`src/rtl/cmd_stream_arbiter_pkg.sv`:
```
// Shared constants and state encoding for the command stream arbiter.
package cmd_stream_arbiter_pkg;

  localparam int CMD_DATA_W = 128;

  typedef enum logic [1:0] {
    ST_IDLE = 2'd0,
    ST_OWN0 = 2'd1,
    ST_OWN1 = 2'd2
  } arb_state_e;

endpackage

```
`src/rtl/cmd_stream_arbiter_if.sv`:
```
// AXI-Stream command beat bundle; master drives payload, slave drives tready.
interface cmd_stream_arbiter_if
  import cmd_stream_arbiter_pkg::*;
#(
  parameter int DATA_W = CMD_DATA_W
);

  logic [DATA_W-1:0] tdata;
  logic              tvalid;
  logic              tlast;
  logic              tready;

  modport master (output tdata, output tvalid, output tlast, input tready);
  modport slave  (input tdata, input tvalid, input tlast, output tready);

endinterface

```
`src/rtl/cmd_stream_arbiter_skid_buf.sv`:
```
// Two-entry skid buffer with a registered input ready. A beat accepted on one
// edge is presented at the output from the following cycle; with the output
// always ready the occupancy stays at one, giving full throughput.
module axis_skid_buf #(
  parameter int W = 129
) (
  input  logic         clk,
  input  logic         rst_n,
  input  logic [W-1:0] in_data,
  input  logic         in_valid,
  output logic         in_ready,
  output logic [W-1:0] out_data,
  output logic         out_valid,
  input  logic         out_ready
);

  logic [W-1:0] mem_q [2];
  logic [W-1:0] mem_d [2];
  logic         wr_ptr_q, wr_ptr_d;
  logic         rd_ptr_q, rd_ptr_d;
  logic [1:0]   count_q, count_d;
  logic         in_ready_q, in_ready_d;
  logic         push, pop;

  assign in_ready  = in_ready_q;
  assign out_valid = (count_q != 2'd0);
  assign out_data  = mem_q[rd_ptr_q];

  // Next-state for storage, pointers, occupancy and the registered ready.
  always_comb begin
    push       = in_valid & in_ready_q;
    pop        = out_valid & out_ready;
    mem_d      = mem_q;
    if (push) mem_d[wr_ptr_q] = in_data;
    wr_ptr_d   = wr_ptr_q ^ push;
    rd_ptr_d   = rd_ptr_q ^ pop;
    count_d    = count_q + 2'(push) - 2'(pop);
    in_ready_d = (count_d != 2'd2);
  end

  // Storage and control registers; ready stays low during reset.
  always_ff @(posedge clk or negedge rst_n) begin
    if (!rst_n) begin
      mem_q      <= '{default: '0};
      wr_ptr_q   <= 1'b0;
      rd_ptr_q   <= 1'b0;
      count_q    <= 2'd0;
      in_ready_q <= 1'b0;
    end else begin
      mem_q      <= mem_d;
      wr_ptr_q   <= wr_ptr_d;
      rd_ptr_q   <= rd_ptr_d;
      count_q    <= count_d;
      in_ready_q <= in_ready_d;
    end
  end

endmodule

```
`src/rtl/cmd_stream_arbiter.sv`:
```
// Packet-atomic arbiter sharing the core command stream between the host (S0,
// fixed priority) and the maintenance generator (S1, bounded wait).
//
// state | meaning
// IDLE  | no owner; registered arbitration decision, no beats accepted
// OWN0  | host owns the stream until its tlast beat is accepted
// OWN1  | maintenance owns the stream until its tlast beat is accepted
module cmd_stream_arbiter
  import cmd_stream_arbiter_pkg::*;
#(
  parameter int DATA_W   = CMD_DATA_W,
  parameter int MAX_WAIT = 255,
  parameter int WAIT_W   = 8,
  parameter int CNT_W    = 16
) (
  input  logic                axi_aclk,
  input  logic                axi_aresetn,
  input  logic                enable,
  cmd_stream_arbiter_if.slave  s0_axis_cmd,
  cmd_stream_arbiter_if.slave  s1_axis_cmd,
  cmd_stream_arbiter_if.master m_axis_cmd,
  output logic [1:0]          grant,
  output logic                busy,
  output logic                urgent,
  output logic [CNT_W-1:0]    pkt_cnt0,
  output logic [CNT_W-1:0]    pkt_cnt1
);

  localparam logic [WAIT_W-1:0] WAIT_MAX = WAIT_W'(MAX_WAIT);

  arb_state_e        state_q, state_d;
  logic [WAIT_W-1:0] wait1_q, wait1_d;
  logic [CNT_W-1:0]  pkt_cnt0_q, pkt_cnt0_d;
  logic [CNT_W-1:0]  pkt_cnt1_q, pkt_cnt1_d;

  logic              s0_ready, s1_ready;
  logic              s0_last_hs, s1_last_hs;
  logic [DATA_W:0]   skid_in_data;
  logic              skid_in_valid, skid_in_ready;
  logic [DATA_W:0]   skid_out_data;
  logic              skid_out_valid;

  axis_skid_buf #(.W(DATA_W + 1)) u_skid (
    .clk       (axi_aclk),
    .rst_n     (axi_aresetn),
    .in_data   (skid_in_data),
    .in_valid  (skid_in_valid),
    .in_ready  (skid_in_ready),
    .out_data  (skid_out_data),
    .out_valid (skid_out_valid),
    .out_ready (m_axis_cmd.tready)
  );

  assign s0_axis_cmd.tready = s0_ready;
  assign s1_axis_cmd.tready = s1_ready;
  assign m_axis_cmd.tdata   = skid_out_data[DATA_W-1:0];
  assign m_axis_cmd.tlast   = skid_out_data[DATA_W];
  assign m_axis_cmd.tvalid  = skid_out_valid;

  assign grant    = {state_q == ST_OWN1, state_q == ST_OWN0};
  assign busy     = (state_q != ST_IDLE) | skid_out_valid;
  assign urgent   = (wait1_q == WAIT_MAX);
  assign pkt_cnt0 = pkt_cnt0_q;
  assign pkt_cnt1 = pkt_cnt1_q;

  // Arbitration, tready steering to the owner only, and packet-end detection.
  always_comb begin
    state_d       = state_q;
    s0_ready      = 1'b0;
    s1_ready      = 1'b0;
    s0_last_hs    = 1'b0;
    s1_last_hs    = 1'b0;
    skid_in_valid = 1'b0;
    skid_in_data  = {s0_axis_cmd.tlast, s0_axis_cmd.tdata};
    unique case (state_q)
      ST_IDLE: begin
        if (enable) begin
          if (s0_axis_cmd.tvalid && s1_axis_cmd.tvalid)
            state_d = (wait1_q >= WAIT_MAX) ? ST_OWN1 : ST_OWN0;
          else if (s0_axis_cmd.tvalid)
            state_d = ST_OWN0;
          else if (s1_axis_cmd.tvalid)
            state_d = ST_OWN1;
        end
      end
      ST_OWN0: begin
        s0_ready      = skid_in_ready;
        skid_in_valid = s0_axis_cmd.tvalid;
        if (s0_axis_cmd.tvalid && skid_in_ready && s0_axis_cmd.tlast) begin
          s0_last_hs = 1'b1;
          state_d    = ST_IDLE;
        end
      end
      ST_OWN1: begin
        s1_ready      = skid_in_ready;
        skid_in_valid = s1_axis_cmd.tvalid;
        skid_in_data  = {s1_axis_cmd.tlast, s1_axis_cmd.tdata};
        if (s1_axis_cmd.tvalid && skid_in_ready && s1_axis_cmd.tlast) begin
          s1_last_hs = 1'b1;
          state_d    = ST_IDLE;
        end
      end
      default: state_d = ST_IDLE;
    endcase
  end

  // S1 starvation counter (cleared on grant, saturating) and packet counters.
  always_comb begin
    wait1_d = wait1_q;
    if (state_d == ST_OWN1 && state_q != ST_OWN1)
      wait1_d = '0;
    else if (s1_axis_cmd.tvalid && state_q != ST_OWN1 && wait1_q != WAIT_MAX)
      wait1_d = wait1_q + 1'b1;
    pkt_cnt0_d = pkt_cnt0_q + CNT_W'(s0_last_hs);
    pkt_cnt1_d = pkt_cnt1_q + CNT_W'(s1_last_hs);
  end

  // State, wait counter and packet counter registers.
  always_ff @(posedge axi_aclk or negedge axi_aresetn) begin
    if (!axi_aresetn) begin
      state_q    <= ST_IDLE;
      wait1_q    <= '0;
      pkt_cnt0_q <= '0;
      pkt_cnt1_q <= '0;
    end else begin
      state_q    <= state_d;
      wait1_q    <= wait1_d;
      pkt_cnt0_q <= pkt_cnt0_d;
      pkt_cnt1_q <= pkt_cnt1_d;
    end
  end

endmodule

```
`src/flat_wrapper.sv`:
```
// flat-port wrapper written by rule: the top's interface ports become plain ports
module cmd_stream_arbiter_flat import cmd_stream_arbiter_pkg::*;
#(
  parameter int DATA_W   = CMD_DATA_W,
  parameter int MAX_WAIT = 255,
  parameter int WAIT_W   = 8,
  parameter int CNT_W    = 16
)
  (axi_aclk, axi_aresetn, enable, grant, busy, urgent, pkt_cnt0, pkt_cnt1, s0_axis_cmd_tdata, s0_axis_cmd_tvalid, s0_axis_cmd_tlast, s0_axis_cmd_tready, s1_axis_cmd_tdata, s1_axis_cmd_tvalid, s1_axis_cmd_tlast, s1_axis_cmd_tready, m_axis_cmd_tdata, m_axis_cmd_tvalid, m_axis_cmd_tlast, m_axis_cmd_tready);
  cmd_stream_arbiter_if #(.DATA_W(DATA_W)) s0_axis_cmd_i ();
  cmd_stream_arbiter_if #(.DATA_W(DATA_W)) s1_axis_cmd_i ();
  cmd_stream_arbiter_if #(.DATA_W(DATA_W)) m_axis_cmd_i ();
  input  logic axi_aclk;
  input  logic axi_aresetn;
  input  logic enable;
  output logic [1:0] grant;
  output logic busy;
  output logic urgent;
  output logic [CNT_W-1:0] pkt_cnt0;
  output logic [CNT_W-1:0] pkt_cnt1;
  input wire logic [$bits(s0_axis_cmd_i.tdata)-1:0] s0_axis_cmd_tdata;
  input wire logic [$bits(s0_axis_cmd_i.tvalid)-1:0] s0_axis_cmd_tvalid;
  input wire logic [$bits(s0_axis_cmd_i.tlast)-1:0] s0_axis_cmd_tlast;
  output wire logic [$bits(s0_axis_cmd_i.tready)-1:0] s0_axis_cmd_tready;
  input wire logic [$bits(s1_axis_cmd_i.tdata)-1:0] s1_axis_cmd_tdata;
  input wire logic [$bits(s1_axis_cmd_i.tvalid)-1:0] s1_axis_cmd_tvalid;
  input wire logic [$bits(s1_axis_cmd_i.tlast)-1:0] s1_axis_cmd_tlast;
  output wire logic [$bits(s1_axis_cmd_i.tready)-1:0] s1_axis_cmd_tready;
  output wire logic [$bits(m_axis_cmd_i.tdata)-1:0] m_axis_cmd_tdata;
  output wire logic [$bits(m_axis_cmd_i.tvalid)-1:0] m_axis_cmd_tvalid;
  output wire logic [$bits(m_axis_cmd_i.tlast)-1:0] m_axis_cmd_tlast;
  input wire logic [$bits(m_axis_cmd_i.tready)-1:0] m_axis_cmd_tready;
  assign s0_axis_cmd_i.tdata = s0_axis_cmd_tdata;
  assign s0_axis_cmd_i.tvalid = s0_axis_cmd_tvalid;
  assign s0_axis_cmd_i.tlast = s0_axis_cmd_tlast;
  assign s0_axis_cmd_tready = s0_axis_cmd_i.tready;
  assign s1_axis_cmd_i.tdata = s1_axis_cmd_tdata;
  assign s1_axis_cmd_i.tvalid = s1_axis_cmd_tvalid;
  assign s1_axis_cmd_i.tlast = s1_axis_cmd_tlast;
  assign s1_axis_cmd_tready = s1_axis_cmd_i.tready;
  assign m_axis_cmd_tdata = m_axis_cmd_i.tdata;
  assign m_axis_cmd_tvalid = m_axis_cmd_i.tvalid;
  assign m_axis_cmd_tlast = m_axis_cmd_i.tlast;
  assign m_axis_cmd_i.tready = m_axis_cmd_tready;
  cmd_stream_arbiter #(.DATA_W(DATA_W), .MAX_WAIT(MAX_WAIT), .WAIT_W(WAIT_W), .CNT_W(CNT_W)) u_core (.axi_aclk(axi_aclk), .axi_aresetn(axi_aresetn), .enable(enable), .s0_axis_cmd(s0_axis_cmd_i), .s1_axis_cmd(s1_axis_cmd_i), .m_axis_cmd(m_axis_cmd_i), .grant(grant), .busy(busy), .urgent(urgent), .pkt_cnt0(pkt_cnt0), .pkt_cnt1(pkt_cnt1));
endmodule
```
`config.mk`:
```
export PLATFORM = sky130hd
export DESIGN_NAME = cmd_stream_arbiter_flat
export DESIGN_NICKNAME = d
export VERILOG_FILES = /design/src/rtl/cmd_stream_arbiter_pkg.sv /design/src/rtl/cmd_stream_arbiter_if.sv /design/src/rtl/cmd_stream_arbiter_skid_buf.sv /design/src/rtl/cmd_stream_arbiter.sv /design/src/flat_wrapper.sv
export SDC_FILE = /design/constraint.sdc
export NUM_CORES = 1
export LEC_CHECK = 0
export CAP_MARGIN = 20
export CELL_PAD_IN_SITES_DETAIL_PLACEMENT = 1
export CELL_PAD_IN_SITES_GLOBAL_PLACEMENT = 2
export CORE_MARGIN = 5
export CORE_UTILIZATION = 31
export DETAILED_ROUTE_END_ITERATION = 16
export PLACE_DENSITY = 0.86
export SLEW_MARGIN = 10
export SYNTH_ARGS = -nofsm -noshare
export SYNTH_HDL_FRONTEND = slang
export SYNTH_SLANG_ARGS = --single-unit
```
`constraint.sdc`:
```
create_clock -name axi_aclk -period 4.5 [get_ports axi_aclk]
set_input_delay 1.125 -clock axi_aclk [delete_from_list [all_inputs] [get_ports axi_aclk]]
set_output_delay 1.125 -clock axi_aclk [all_outputs]
set_load 0.05 [all_outputs]
```
==> flow_summary.json <==
{
  "ys_seq_elements": 305,
  "setup_viol": 0,
  "grt_usage_pct": 17.7,
  "drive_gt1_share_pct": 12.5,
  "overflow": 0,
  "endpoint_kind": "output port",
  "cap_violations": 0,
  "die_y_um": 223,
  "fmax_ghz": 0.248,
  "dp.cells": 2286,
  "synth_cell_types": 39,
  "power_switching_uw": 7910,
  "cts_tree": "yes",
  "drt_pass1_iterations": 4,
  "start_util_pct": 31.3,
  "critPathArrivalTime_ns": 2.90,
  "p_int_uw": 9450,
  "io_buffers": 431,
  "regArea_mm2": 0.00764,
  "drcViolationCount": 0,
  "die_w_um": 223,
  "antennaDiodeCount": 0,
  "avgSynthCellArea_um2": 10.7,
  "p_clk_share_pct": 17.0,
  "grt_pass1_wl_um": 71600,
  "clkSlewWorstSetupHoldPaths_ns": 0.06,
  "antenna_found_initial": 0,
  "layout.nets": 2001,
  "clk_latency_ns": 0.52,
  "fin_crit_sh_pct": 89.6,
  "fin_skew_ns": 0.00940,
  "ys_warn_count": 0,
  "slew_viol_final": 0,
  "synth-main-ff-cell": "dfrtp_1",
  "ys_seq_area_share_pct": 54.0,
  "worstHoldPathType": "reg2reg",
  "io_pins": 432,
  "cts_root_buf": "clkbuf_16",
  "power.density_mw_per_mm2": 855,
  "synth_edf_count": 0,
  "grt_max_degree": 108,
  "fin_cells": 2347,
  "wl_um": 45500,
  "rows": 78,
  "cts_resized": 0,
  "combPwrFrac_pct": 54.4,
  "drtIter0Drc": 565,
  "irDropWorstVdd_v": 0.000693,
  "cp_max_fo": 46,
  "synthCells": 1325,
  "h-tree-depth": 2,
  "worstSetupPathType": "reg2out",
  "detail_route.wl_per_cell_um": 19.4,
  "netSwitchingFraction_pct": 45.6,
  "die_area_mm2": 0.0499,
  "clock-sinks": 305,
  "tns_ns": 0,
  "rsz0062_at_grt": "false",
  "num_vias": 11500,
  "relSlewSlack_pct": 37.0,
  "fillCellCount": 4894,
  "core-area_mm2": 0.0452,
  "synth-async-reset-ratio_pct": 100,
  "synth_area_mm2": 0.0141,
  "antenna_left": 0,
  "p_seq_share_pct": 28.6,
  "fin_crit_ns": 4.03,
  "synth_nets": 1602,
  "syn_to_final_growth_pct": 43.9,
  "critPathRequiredTime_ns": 3.38,
  "grt_pass1_vias": 12800,
  "multiInputGateArea_mm2": 0.00613,
  "worstMarginPinSlew_ns": 0.945,
  "cts_buffers": 36,
  "dp.final_hpwl_um": 33100,
  "status": "finished, final reports clean",
  "setup.worst_path.start_class": "register",
  "postCtsSetupBuffers": 0,
  "cts_hold_buf": 0,
  "final-hold-violation-count": 0,
  "gp_congestion": 0.815,
  "power_leakage_uw": 0.00815,
  "drt-vias-per-instance": 4.88,
  "cts.path.max_buffers": 3
}
[per-stage QoR]
step                worst slack [ns]  cell area [µm²]  power [µW]  hold slack, ns  utilization [%]
floorplan                       1.24            14100       11200           0.458                -
global placement               0.993            19100       14200           0.458             42.3
detailed placement             0.951            19100       14500           0.467             42.3
CTS                            0.364            20300       17600           0.477             45.0
global route                   0.341            20300       18300           0.508             45.0
finish                         0.470            20300       17400           0.476             45.0
[routing by layer]
layer	wire [µm]	GRT usage, %	part of all wire, %	vias to the layer above
met4	717	3.97	1.6	0
met3	2610	4.05	5.7	53
met2	22800	31.1	50	299
met5	0	0	0	-
met1	19300	22.2	43	5727
li1	-	-	-	5378
[Yosys cell counts, drive strengths merged (6+ instances only)]
cell type	n	area, µm²
nand3	18	90.1
and2	6	37.5
xnor2	20	175
inv	9	33.8
a21oi	266	1330
clkbuf	59	221
mux2i	130	1300
nand2	13	48.8
xor2	15	131
nand4	6	43.8
ha	13	163
buf	29	141
and3	9	57.6
dfrtp	305	7630
mux2	129	1450
nor2	266	998
[registers in the layout (all words and copies together), names as in the netlist]
register,count
u_core.pkt_cnt0,16
u_core.pkt_cnt1,16
u_core.state_q,2
u_core.u_skid.count_q,2
u_core.u_skid.in_ready,1
u_core.u_skid.mem_q,258
u_core.u_skid.rd_ptr_q,1
u_core.u_skid.wr_ptr_q,1
u_core.wait1_q,8
[cells in the final DEF, fill, tap and decap left out, types with 15 or more instances in the layout]
cell,count
nand3_1,18
nor2_1,266
dfrtp_1,304
a21oi_1,266
mux2_2,129
clkdlybuf4s50_1,430
clkbuf_16,37
mux2i_1,130
xor2_1,15
xnor2_1,20
[power groups by stage]
stage / Sequential [µW] / Combinational (µW) / Clock, µW
6_report: 4960 / 9450 / 2950
5_1_grt: 5110 / 10000 / 3190
4_1_cts: 4960 / 9590 / 3060
3_5_place_dp: 4980 / 9530 / 0
2_1_floorplan: 4620 / 6600 / 0
3_3_place_gp: 4990 / 9260 / 0
[critical path, stage by stage, from the launching register on]
cell,delay (ns)
dfrtp_4,0.91
buf_12,0.32
mux2_2,0.38
clkdlybuf4s50_1,0.71
[cell type report]
class,instances,share of cell area [%]
clock buffer,53,5.30
clock inverter,8,0.597
sequential,305,37.6
tap,600,3.70
timing repair buffer,449,22.5
multi-input combinational,923,30.2
inverter,9,0.166
[kinds of logic after synthesis]
kind of cell,synth area share (%)
simple gates,9.91
flops,54.0
compound gates,10.4
mux,19.5
buf+inv,2.81
xor+xnor,2.17
fa+ha+maj,1.15
[path summary, 6_finish.rpt]
check | from | endpoint | slack, ns | cells after the start
min reg2reg | u_core.pkt_cnt1[15] | u_core.pkt_cnt1[15] | 0.48 | 1
max reg2reg | u_core.state_q[0] | u_core.u_skid.mem_q[45] | 1.58 | 6
min in group asynchronous | axi_aresetn | u_core.u_skid.mem_q[178] | 0.64 | 1
max | u_core.u_skid.rd_ptr_q | m_axis_cmd_tdata[100] | 0.47 | 3
min | u_core.pkt_cnt1[15] | u_core.pkt_cnt1[15] | 0.48 | 1
max in group asynchronous | axi_aresetn | u_core.pkt_cnt1[5] | 2.82 | 2
Note: power is estimated with default switching activity, not from simulation.
